### config.mk
export PLATFORM = sky130hd
export DESIGN_NAME = mem_stage
export DESIGN_NICKNAME = d
export VERILOG_FILES = /design/src/rtl/cpu_pkg.sv /design/src/rtl/pipe_reg.sv /design/src/rtl/mem_stage.sv
export SDC_FILE = /design/constraint.sdc
export NUM_CORES = 1
export LEC_CHECK = 0
export CAP_MARGIN = 25
export CORE_UTILIZATION = 37
export DETAILED_ROUTE_END_ITERATION = 7
export PLACE_DENSITY_LB_ADDON = 0.2
export SLEW_MARGIN = 10
export SYNTH_ARGS = -nofsm -noshare
export SYNTH_HDL_FRONTEND = slang
export SYNTH_SLANG_ARGS = --single-unit
### constraint.sdc
create_clock -name clk -period 1.69 [get_ports clk]
set_clock_uncertainty 0.05 [all_clocks]
set_input_delay 0.338 -clock clk [delete_from_list [all_inputs] [get_ports clk]]
set_output_delay 0.338 -clock clk [all_outputs]
set_load 0.01 [all_outputs]
### src/rtl/cpu_pkg.sv
// Shared CPU pipeline definitions: datapath widths and the stage-boundary
// register layouts used by EX, MEM and WB.
package cpu_pkg;

  localparam int BITS                = 32;
  localparam int REG_INDEX_BIT_WIDTH = 4;
  localparam int ADDR_ALIGN_BITS     = 2;

  typedef struct packed {
    logic                           valid;
    logic                           isLoad;
    logic                           isStore;
    logic                           regWrEn;
    logic [REG_INDEX_BIT_WIDTH-1:0] destReg;
    logic [BITS-1:0]                addr;
    logic [BITS-1:0]                storeData;
  } ex_mem_t;

  typedef struct packed {
    logic                           valid;
    logic                           regWrEn;
    logic                           misaligned;
    logic [REG_INDEX_BIT_WIDTH-1:0] destReg;
    logic [BITS-1:0]                data;
  } mem_wb_t;

endpackage

### src/rtl/pipe_reg.sv
// Generic pipeline register: reset and flush clear it to zero, hold keeps it.
// Priority is reset > hold > flush > load.
module pipe_reg #(
  parameter int W = 8
) (
  input  logic         clk,
  input  logic         reset,
  input  logic         hold,
  input  logic         flush,
  input  logic [W-1:0] d,
  output logic [W-1:0] q
);

  logic [W-1:0] q_q;
  logic [W-1:0] q_d;

  always_comb begin
    q_d = q_q;
    if (hold)       q_d = q_q;
    else if (flush) q_d = '0;
    else            q_d = d;
  end

  always_ff @(posedge clk) begin
    if (reset) q_q <= '0;
    else       q_q <= q_d;
  end

  assign q = q_q;

endmodule

### src/rtl/mem_stage.sv
// CPU memory stage: EX/MEM register, shared data-bus drive with single-shot
// stores under stall, forwarding to EX, and the MEM/WB register.
module mem_stage #(
  parameter int BITS                = 32,
  parameter int REG_INDEX_BIT_WIDTH = 4,
  parameter int ADDR_ALIGN_BITS     = 2
) (
  input  logic                           clk,
  input  logic                           reset,
  input  logic                           stall,
  input  logic                           flush,
  input  logic                           ex_valid,
  input  logic                           ex_isLoad,
  input  logic                           ex_isStore,
  input  logic                           ex_regWrEn,
  input  logic [REG_INDEX_BIT_WIDTH-1:0] ex_destReg,
  input  logic [BITS-1:0]                ex_aluResult,
  input  logic [BITS-1:0]                ex_storeData,
  output logic [BITS-1:0]                busAddr,
  output logic                           busWe,
  output logic [BITS-1:0]                busWrData,
  input  logic [BITS-1:0]                busRdData,
  output logic                           fwd_valid,
  output logic [REG_INDEX_BIT_WIDTH-1:0] fwd_reg,
  output logic [BITS-1:0]                fwd_data,
  output logic                           wb_valid,
  output logic                           wb_regWrEn,
  output logic [REG_INDEX_BIT_WIDTH-1:0] wb_destReg,
  output logic [BITS-1:0]                wb_data,
  output logic                           wb_misaligned
);

  import cpu_pkg::*;

  ex_mem_t ex_d;
  ex_mem_t m_q;
  mem_wb_t wb_d;
  mem_wb_t wb_q;
  logic    storeDone_q;
  logic    storeDone_d;
  logic    aligned;
  logic    misaligned;

  always_comb begin
    ex_d           = '0;
    ex_d.valid     = ex_valid;
    ex_d.isLoad    = ex_isLoad;
    ex_d.isStore   = ex_isStore;
    ex_d.regWrEn   = ex_regWrEn;
    ex_d.destReg   = ex_destReg;
    ex_d.addr      = ex_aluResult;
    ex_d.storeData = ex_storeData;
  end

  pipe_reg #(.W($bits(ex_mem_t))) u_ex_mem (
    .clk   (clk),
    .reset (reset),
    .hold  (stall),
    .flush (flush),
    .d     (ex_d),
    .q     (m_q)
  );

  assign aligned    = (m_q.addr[ADDR_ALIGN_BITS-1:0] == '0);
  assign misaligned = m_q.valid & (m_q.isLoad | m_q.isStore) & ~aligned;

  assign busAddr   = m_q.valid ? m_q.addr : '0;
  assign busWe     = m_q.valid & m_q.isStore & aligned & ~storeDone_q;
  assign busWrData = busWe ? m_q.storeData : '0;

  // A store held by stall must reach side-effecting devices only once.
  always_comb begin
    storeDone_d = storeDone_q;
    if (!stall)     storeDone_d = 1'b0;
    else if (busWe) storeDone_d = 1'b1;
  end

  always_ff @(posedge clk) begin
    if (reset) storeDone_q <= 1'b0;
    else       storeDone_q <= storeDone_d;
  end

  assign fwd_valid = m_q.valid & m_q.regWrEn & ~(m_q.isLoad & ~aligned);
  assign fwd_reg   = m_q.destReg;
  assign fwd_data  = m_q.isLoad ? busRdData : m_q.addr;

  always_comb begin
    wb_d            = '0;
    wb_d.valid      = m_q.valid;
    wb_d.destReg    = m_q.destReg;
    wb_d.misaligned = misaligned;
    wb_d.regWrEn    = m_q.valid & m_q.regWrEn & ~misaligned;
    if (m_q.isLoad & misaligned) wb_d.data = '0;
    else if (m_q.isLoad)         wb_d.data = busRdData;
    else                         wb_d.data = m_q.addr;
  end

  // Stall drains a bubble into WB while EX/MEM holds its instruction.
  pipe_reg #(.W($bits(mem_wb_t))) u_mem_wb (
    .clk   (clk),
    .reset (reset),
    .hold  (1'b0),
    .flush (stall),
    .d     (wb_d),
    .q     (wb_q)
  );

  assign wb_valid      = wb_q.valid;
  assign wb_regWrEn    = wb_q.regWrEn;
  assign wb_destReg    = wb_q.destReg;
  assign wb_data       = wb_q.data;
  assign wb_misaligned = wb_q.misaligned;

endmodule

-- After elaboration in Yosys (flattened, before gate mapping)
Index checks and enable logic that the tools add are counted.
- mux-type cells: 4
- bitwise gates (word level): 16
- reduce and logical (&&, ||, !) cells: 4
- operator list (cell ; count):
    32-bit 2-to-1 mux ; 3
    72-bit 2-to-1 mux ; 1
    1-bit AND ; 10
    1-bit NOT ; 5
    2-bit OR reduction ; 2
    3-bit OR reduction ; 1
    2-bit zero test ; 1
    1-bit bitwise OR ; 1
- register bits: 112
- output and inout bits: 141
- logic and storage cells: 28

-- Logic depth before layout (Yosys ltp)
- depth after elaboration: 5
- depth in mapped cells: 4
- depth with buffers taken out: 2

-- Cells and area by module
From an unflattened synthesis, not the netlist that was laid out.
- cells, all modules: 658
- area, all modules: 6063.3 um^2
- modules (own cells, without submodules) (module ; instances ; cells each ; area an instance (um^2) ; sequential area each (um^2)):
    pipe_reg (u_ex_mem) ; 1 ; 321 ; 2895.3 ; 1441.4
    pipe_reg (u_mem_wb) ; 1 ; 173 ; 1641.6 ; 780.7
    mem_stage ; 1 ; 164 ; 1526.5 ; 20.0

-- Worst setup path after synthesis
No wires, ideal clock.
- path kind: register to output
- from: register u_ex_mem.q_q[33] (netlist: u_ex_mem.q[33])
- to: output port busWrData[10]
- arrival time: 1053 ps
- required time: 1302 ps
- setup slack: 249 ps
- cell stages (with the launch flop): 5
- cells stage by stage: dfxtp_1 nand4bb_1 buf_2 buf_6 nor3b_2
- cells in the longest elaborated chain, start to end: 4
- RTL lines (what ; line ; source):
    start, declared ; pipe_reg.sv:14 ; logic [W-1:0] q_q;
    start signal, assigned ; pipe_reg.sv:26 ; else q_q <= q_d;
    2-bit zero test ; mem_stage.sv:64 ; assign aligned = (m_q.addr[ADDR_ALIGN_BITS-1:0] == '0);
    1-bit AND (2 in series) ; mem_stage.sv:68 ; assign busWe = m_q.valid & m_q.isStore & aligned & ~storeDone_q;
    32-bit 2-to-1 mux ; mem_stage.sv:69 ; assign busWrData = busWe ? m_q.storeData : '0;
    end, declared ; mem_stage.sv:21 ; output logic [BITS-1:0] busWrData,
No other way between the ends.

-- Final worst setup path
- from: register u_ex_mem.q_q[70] (netlist: u_ex_mem.q[70])
- to: output port fwd_data[16]
- cells in the longest elaborated chain, start to end: 1
- RTL lines (what ; line ; source):
    32-bit 2-to-1 mux ; mem_stage.sv:85 ; assign fwd_data = m_q.isLoad ? busRdData : m_q.addr;
    end, declared ; mem_stage.sv:25 ; output logic [BITS-1:0] fwd_data,
No other way between the ends.

==> out/metrics.cfg <==
[run_status]
outcome = complete, but fails checks
violations = negative setup slack

[drt]
drt_iter0_drc = 209
drt-total-wl_um = 14700
dr_wl_met2_um = 7300
dr_total_vias = 3980
ant_nets = 0
vias_per_cell = 4.76
top_layer_used = met4
wl_met1_um = 6080
drc = 0
wl_met3_um = 1070
detail_route.first_pass.iterations = 6
wl_per_cell_um = 17.6

[finish]
drive_above_1_share = 0.445
post-route-cell-area_sq_um = 8200
syn_to_final_growth_pct = 72.4
nets = 766
fin_util = 0.652

[yosys]
synth_top_family_by_area = simple AND/OR/NAND/NOR gates
syn-num-nets = 482
synth_warnings = 0
syn_area_sq_um = 4760
synthXorXnorAreaFrac = 0
synth_area_leaders = dfxtp_1 47%, nor3b_2 15%, a22o_1 13%
yosys.area_share.simple = 0.224
syn_area_per_cell_sq_um = 12.7
ys_types = 24
synth_compound_area_frac = 0.139
synth.area.mux_share = 0.0971
syn_inst = 374
synth-adder-area-share = 0
yosysTopAreaCellShare = 0.471
yosysTopAreaCell = dfxtp_1
seq_area_frac_synth = 0.471
ys_ff_latch = 112

[placed_design]
placed_cell_area_sq_um = 7450
finalWeightedCongestion = 0.825
io_buffers = 248
hpwlAfterDp_um = 9970

[power]
ir_drop_mv = 0.445
powerDensity_nw_per_um2 = 714
intPower_mw = 4.50
clockPowerShare = 0.370
seq_power_share = 0.474
swShare = 0.232
switchingPower_mw = 1.36
p_leak_nw = 3.38
p_comb_frac = 0.156

[worst_setup_path]
critPathCaptureType = output pin
crit_start = u_ex_mem.q[70]$_SDFFE_PP0N_
critical_path_required_ns = 1.30
worstSetupPathType = reg2out
critical_path_arrival_ns = 1.53
r2r_cells = 8
critPathMaxFanout = 4
critical_path.startpoint_type = flip-flop
rr_startpoint = u_ex_mem.q[70]$_SDFFE_PP0N_

[die]
initial_core_util = 0.378
die_width_um = 115
fp.dieH_um = 115
design.core.area_sq_um = 12600
io_pins = 249
dieArea_sq_um = 13300
row_count = 41

[timing]
fin_crit_ns = 1.92
max_freq_mhz = 520
fin_crit_sh = 1.14
whs_ns = 0.422
slew_headroom = 0.821
setup_viol = 78
worst_pin_slew_ns = 0.268
rsz0062_at_grt = true
final_max_slew_viol_count = 0
setup_ws_ns = -0.233
hold_violations = 0

[cts]
htreeDepth = 3
clk_latency_ns = 0.34
path_clk_slew_ns = 0.07
cts_inserted_buffers = 9
cts_buffer_depth = 2
cts_tree = done
cts_hold_buffers = 0
root_buffer = clkbuf_16
cts_sinks = 112

[global_route]
grt_pass1_vias = 3900
grt-ovfl-total = 0
antenna_found_initial = 1
grt_pass1_wl_um = 21700
grtUsageTotal = 0.217
grt_max_degree = 58

[hold_path]
min_from = u_ex_mem.q[31]$_SDFFE_PP0N_
min_path_type = reg2reg
min_path_cells = 1

[run]
cap_violations = 0

==> layout by cell type, fill, tap and decap left out, types with 2 or more instances in the layout <==
master / netlist / layout
a22o_1: 72 / 72
and2_1: 36 / 23
and2_4: 0 / 13
buf_12: 0 / 15
buf_2: 14 / 47
buf_4: 6 / 22
buf_6: 16 / 68
buf_8: 0 / 6
clkbuf_16: 0 / 9
clkbuf_2: 0 / 3
clkdlybuf4s15_1: 0 / 2
clkdlybuf4s50_1: 0 / 149
clkinvlp_4: 0 / 3
dfxtp_1: 112 / 108
dfxtp_2: 0 / 2
dfxtp_4: 0 / 2
inv_1: 2 / 2
inv_6: 0 / 2
mux2_4: 27 / 32
nor2_1: 3 / 2
nor3b_1: 7 / 4
nor3b_2: 57 / 60
==> cell type report <==
cell class	count	area [sq um]
Sequential cell	112	2250
Clock buffer	9	225
Antenna cell	1	2.50
Multi-Input combinational cell	218	2280
Clock inverter	7	78.8
Tap cell	172	215
Timing Repair Buffer	315	3130
Inverter	2	7.51
Fill cell	1005	4370
==> sequential cells by signal, indices dropped and copies added, names as in the netlist <==
name / flops
storeDone_q: 1
u_mem_wb.q: 39
u_ex_mem.q: 72
==> metrics by stage <==
stage               std cells  setup TNS [ns]  setup slack [ns]  power [mW]
finish                    836           -9.74            -0.233        5.86
detailed placement        779          -19.15            -0.249        3.62
CTS                       826          -11.86            -0.315        5.89
floorplan                 374               0             0.249        3.15
global placement          779          -17.12            -0.265        3.60
global route              836          -13.74            -0.274        6.07
==> layer usage <==
metal  vias to the layer above  track usage
met5                         -            0
met4                         0       0.0823
met3                        16       0.0448
met2                       170        0.382
met1                      1877        0.258
li1                       1917            -
==> timing repair <==
action                     in CTS  in global routing
setup endpoints to repair      98                 85
setup buffers                  27                 14
gates cloned                    4                  0
pin swaps                       1                  0
gates resized for setup       470                 40
==> Yosys cell counts <==
cell,n
and2_1,36
nor2_1,3
nand4bb_1,1
o22ai_1,1
o211a_1,1
or2_1,1
mux2_4,27
and3_1,1
a21boi_1,1
inv_1,2
and4_1,1
buf_2,14
nor3_2,1
mux2_2,5
nor3b_2,57
dfxtp_1,112
nor3b_1,7
nor2b_1,1
clkbuf_1,6
nor3_4,1
o21ai_0,1
a22o_1,72
buf_6,16
buf_4,6
==> cells by family (layout without fill, tap and decap cells) <==
logic type             after synthesis  after routing
AND/OR/NAND/NOR                    110            110
flip-flops                         112            112
multiplexers                        32             32
buffers and inverters               44            333
AO/OA/AOI/OAI                       76             76
other                                0              1
==> critical path: stages, from the launching register on <==
cell and delay (ns):
dfxtp_4 0.38, buf_12 0.13, buf_8 0.13, buf_12 0.12, mux2_4 0.30, buf_6 0.13
==> worst paths after layout <==
path,end,slack (ns)
worst max-delay path,fwd_data[16],-0.23
worst max register to register,u_mem_wb.q[16]$_SDFF_PP0_,0.01
worst min register to register,u_ex_mem.q[31]$_SDFFE_PP0N_,0.42
worst min-delay path,u_ex_mem.q[31]$_SDFFE_PP0N_,0.42
==> power groups by stage <==
stage / clock network, mW / registers (mW) / logic [mW]
3_5_place_dp: 0 / 2.83 / 0.783
5_1_grt: 2.33 / 2.78 / 0.964
6_report: 2.17 / 2.77 / 0.914
4_1_cts: 2.22 / 2.77 / 0.896
2_1_floorplan: 0 / 2.83 / 0.320
3_3_place_gp: 0 / 2.83 / 0.773
(Power assumes the default switching activity.)
==> patch, RTL diff (config.mk and constraints unchanged) <==
`REG_INDEX_BIT_WIDTH` is set to 4 in 2 places; all go to 3.
--- a/src/rtl/cpu_pkg.sv
+++ b/src/rtl/cpu_pkg.sv
@@ -3,7 +3,7 @@
 package cpu_pkg;
 
   localparam int BITS                = 32;
-  localparam int REG_INDEX_BIT_WIDTH = 4;
+  localparam int REG_INDEX_BIT_WIDTH = 3;
   localparam int ADDR_ALIGN_BITS     = 2;
 
   typedef struct packed {
--- a/src/rtl/mem_stage.sv
+++ b/src/rtl/mem_stage.sv
@@ -2,7 +2,7 @@
 // stores under stall, forwarding to EX, and the MEM/WB register.
 module mem_stage #(
   parameter int BITS                = 32,
-  parameter int REG_INDEX_BIT_WIDTH = 4,
+  parameter int REG_INDEX_BIT_WIDTH = 3,
   parameter int ADDR_ALIGN_BITS     = 2
 ) (
   input  logic                           clk,
Ports: changed (resized ex_destReg, fwd_reg and wb_destReg); port bits go from 249 to 246. No check against the original RTL was run, so the function may have changed too.
==> patch against the original RTL <==
  * The run still ends with setup timing left
  * Via count is 0.45% higher
  * First-iteration DRC count is 15% lower
  * Design area is 0.29% lower
  * Routed wire length is 3.2% higher
  * Combinational power is 0.7% higher
  * Total power is 1.9% higher
  * Clock power is 7% higher
  * Setup slack worse by 0.055 ns
  * Synthesized area is 0.13% lower
  * Sequential cell count is 2 lower
  * Count of clock-buffer cells in the layout is 4 higher
  * Register-to-register slack better by 0.16 ns
  * Critical endpoint is now busWrData[15]
==> patch: results (changes against the original RTL) <==
Placement
  • Placed wire-length estimate: 9.81 mm (-1.6%)
  • IO buf count: 245 (-1.2%)
  • GP Congestion: 0.759 (-8.0%)

Status
  • Violated checks: setup timing
  • Outcome: finished with violations

Cells and area
  • Share of cells above drive strength 1: 0.455 (+0.0103)
  • Layout Nets: 761 (-0.65%)

STA
  • Setup TNS: -11.69 ns (-1.96 ns)
  • Hold Slack: 0.427 ns (+0.00566 ns)
  • Final worst setup slack: -0.288 ns (-0.0548 ns)
  • Final setup viols: 78 (unchanged)
  • Worst-margin pin slew: 0.222 ns (-0.0460 ns)

Routing
  • Drt initial violations: 178 (-15%)
  • Vias/cell: 4.81 (+0.94%)
  • Drt pass-1 iters: 4 (-2)
  • Drt total wl: 15.2 mm (+3.2%)

Setup path
  • Max FO, Critical Path: 7 (+3)
  • CP Launch Point: u_ex_mem.q[33]
  • Cells on worst reg2reg path: 6 (-2)
  • Reg2reg setup slack: 0.17 ns (+0.16 ns)
  • CP endpoint: busWrData[15]
  • Arr. time, crit path: 1.59 ns (+0.06 ns)
  • Start of the worst register-to-register path: u_ex_mem.q[69]
  • Worst R2R End: u_mem_wb.q[9]

Power
  • VDD IR max: 0.000463 V (+4.2%)
  • Static Leak: 3.38 nW (about the same)
  • Internal: 0.00471 W (+4.6%)
  • Comb pwr share: 0.154 (-0.002)

Logic synthesis
  • Synth Net Count: 476 (-1.2%)
  • Synth top cells by count: 110 x dfxtp_1, 71 x a22o_1, 58 x nor3b_2
  • Synth Area in Compound Gates: 0.138 (-0.000871)
  • Top cells by area, synth: dfxtp_1 46%, nor3b_2 15%, a22o_1 13%, mux2_4 8.5%, buf_6 5.5%
  • Yosys cell types: 23 (-4.2%)

GRT
  • Global-route wire length before repair: 22.2 mm (+2.2%)
  • Number of global-route vias before repair: 4004 (+2.7%)
  • GR Util All Layers: 0.223 (+0.00587)
  • Initial antenna violation count: 2 (+1)

Min path
  • Hold EP: u_ex_mem.q[14]
  • Hold wc startpoint: u_ex_mem.q[14]
[patch: cell types whose count changed after synthesis]
cell      change
a22o_1        -1
buf_6         +7
and2_1        -1
a21boi_2      +1
buf_2         -8
nor2_1        -1
a21boi_1      -1
nor3b_2       +1
and3_1        +1
and4_1        -1
dfxtp_1       -2
[patch: repair_timing]
| item | in CTS | in global routing |
|---|---|---|
| gates cloned | 9 | 1 |
| setup buffers | 26 | 6 |
| setup endpoints to repair | 98 | 98 |
| resized for setup | 454 | 40 |
| pin swaps | 9 | 8 |
| endpoints found under the hold margin | 0 | 0 |
[patch: cell families after synthesis]
group / count (synthesis)
muxes: 32
buffers and inverters: 43
and+or+nand+nor: 109
AOI/OAI and AO/OA: 75
DFF: 110
[patch: critical path, stage by stage, from the launching register on]
cell and delay, ns:
dfxtp_2 0.32, nand4bb_4 0.26, buf_4 0.17, buf_6 0.14, nor3b_4 0.20, buf_2 0.16
[patch: routing by layer]
metal,wire (µm),track usage,up-vias
li1,-,-,1900
met1,6090,0.255,1896
met2,7740,0.398,177
met3,1050,0.0522,23
met4,258,0.0883,2
met5,13,0,-
[patch: area by class of cell]
type                    instances  area [µm²]
diodes                          1        2.50
clock buffers                  13         270
flip-flops and latches        110        2210
fillers                      1000        4390
inverters                       2        7.51
repair buffers                315        3120
well taps                     172         215
clock inverters                 3        65.1
multi-input cells             216        2280
[patch: stage by stage]
| stage | setup WS [ns] | instance area (µm²) | std cells |
|---|---|---|---|
| after floorplan | 0.243 | 4750 | 369 |
| after global placement | -0.337 | 7440 | 777 |
| after detailed placement | -0.413 | 7440 | 777 |
| after CTS | -0.280 | 8170 | 828 |
| after global routing | -0.357 | 8180 | 832 |
| final | -0.288 | 8180 | 832 |
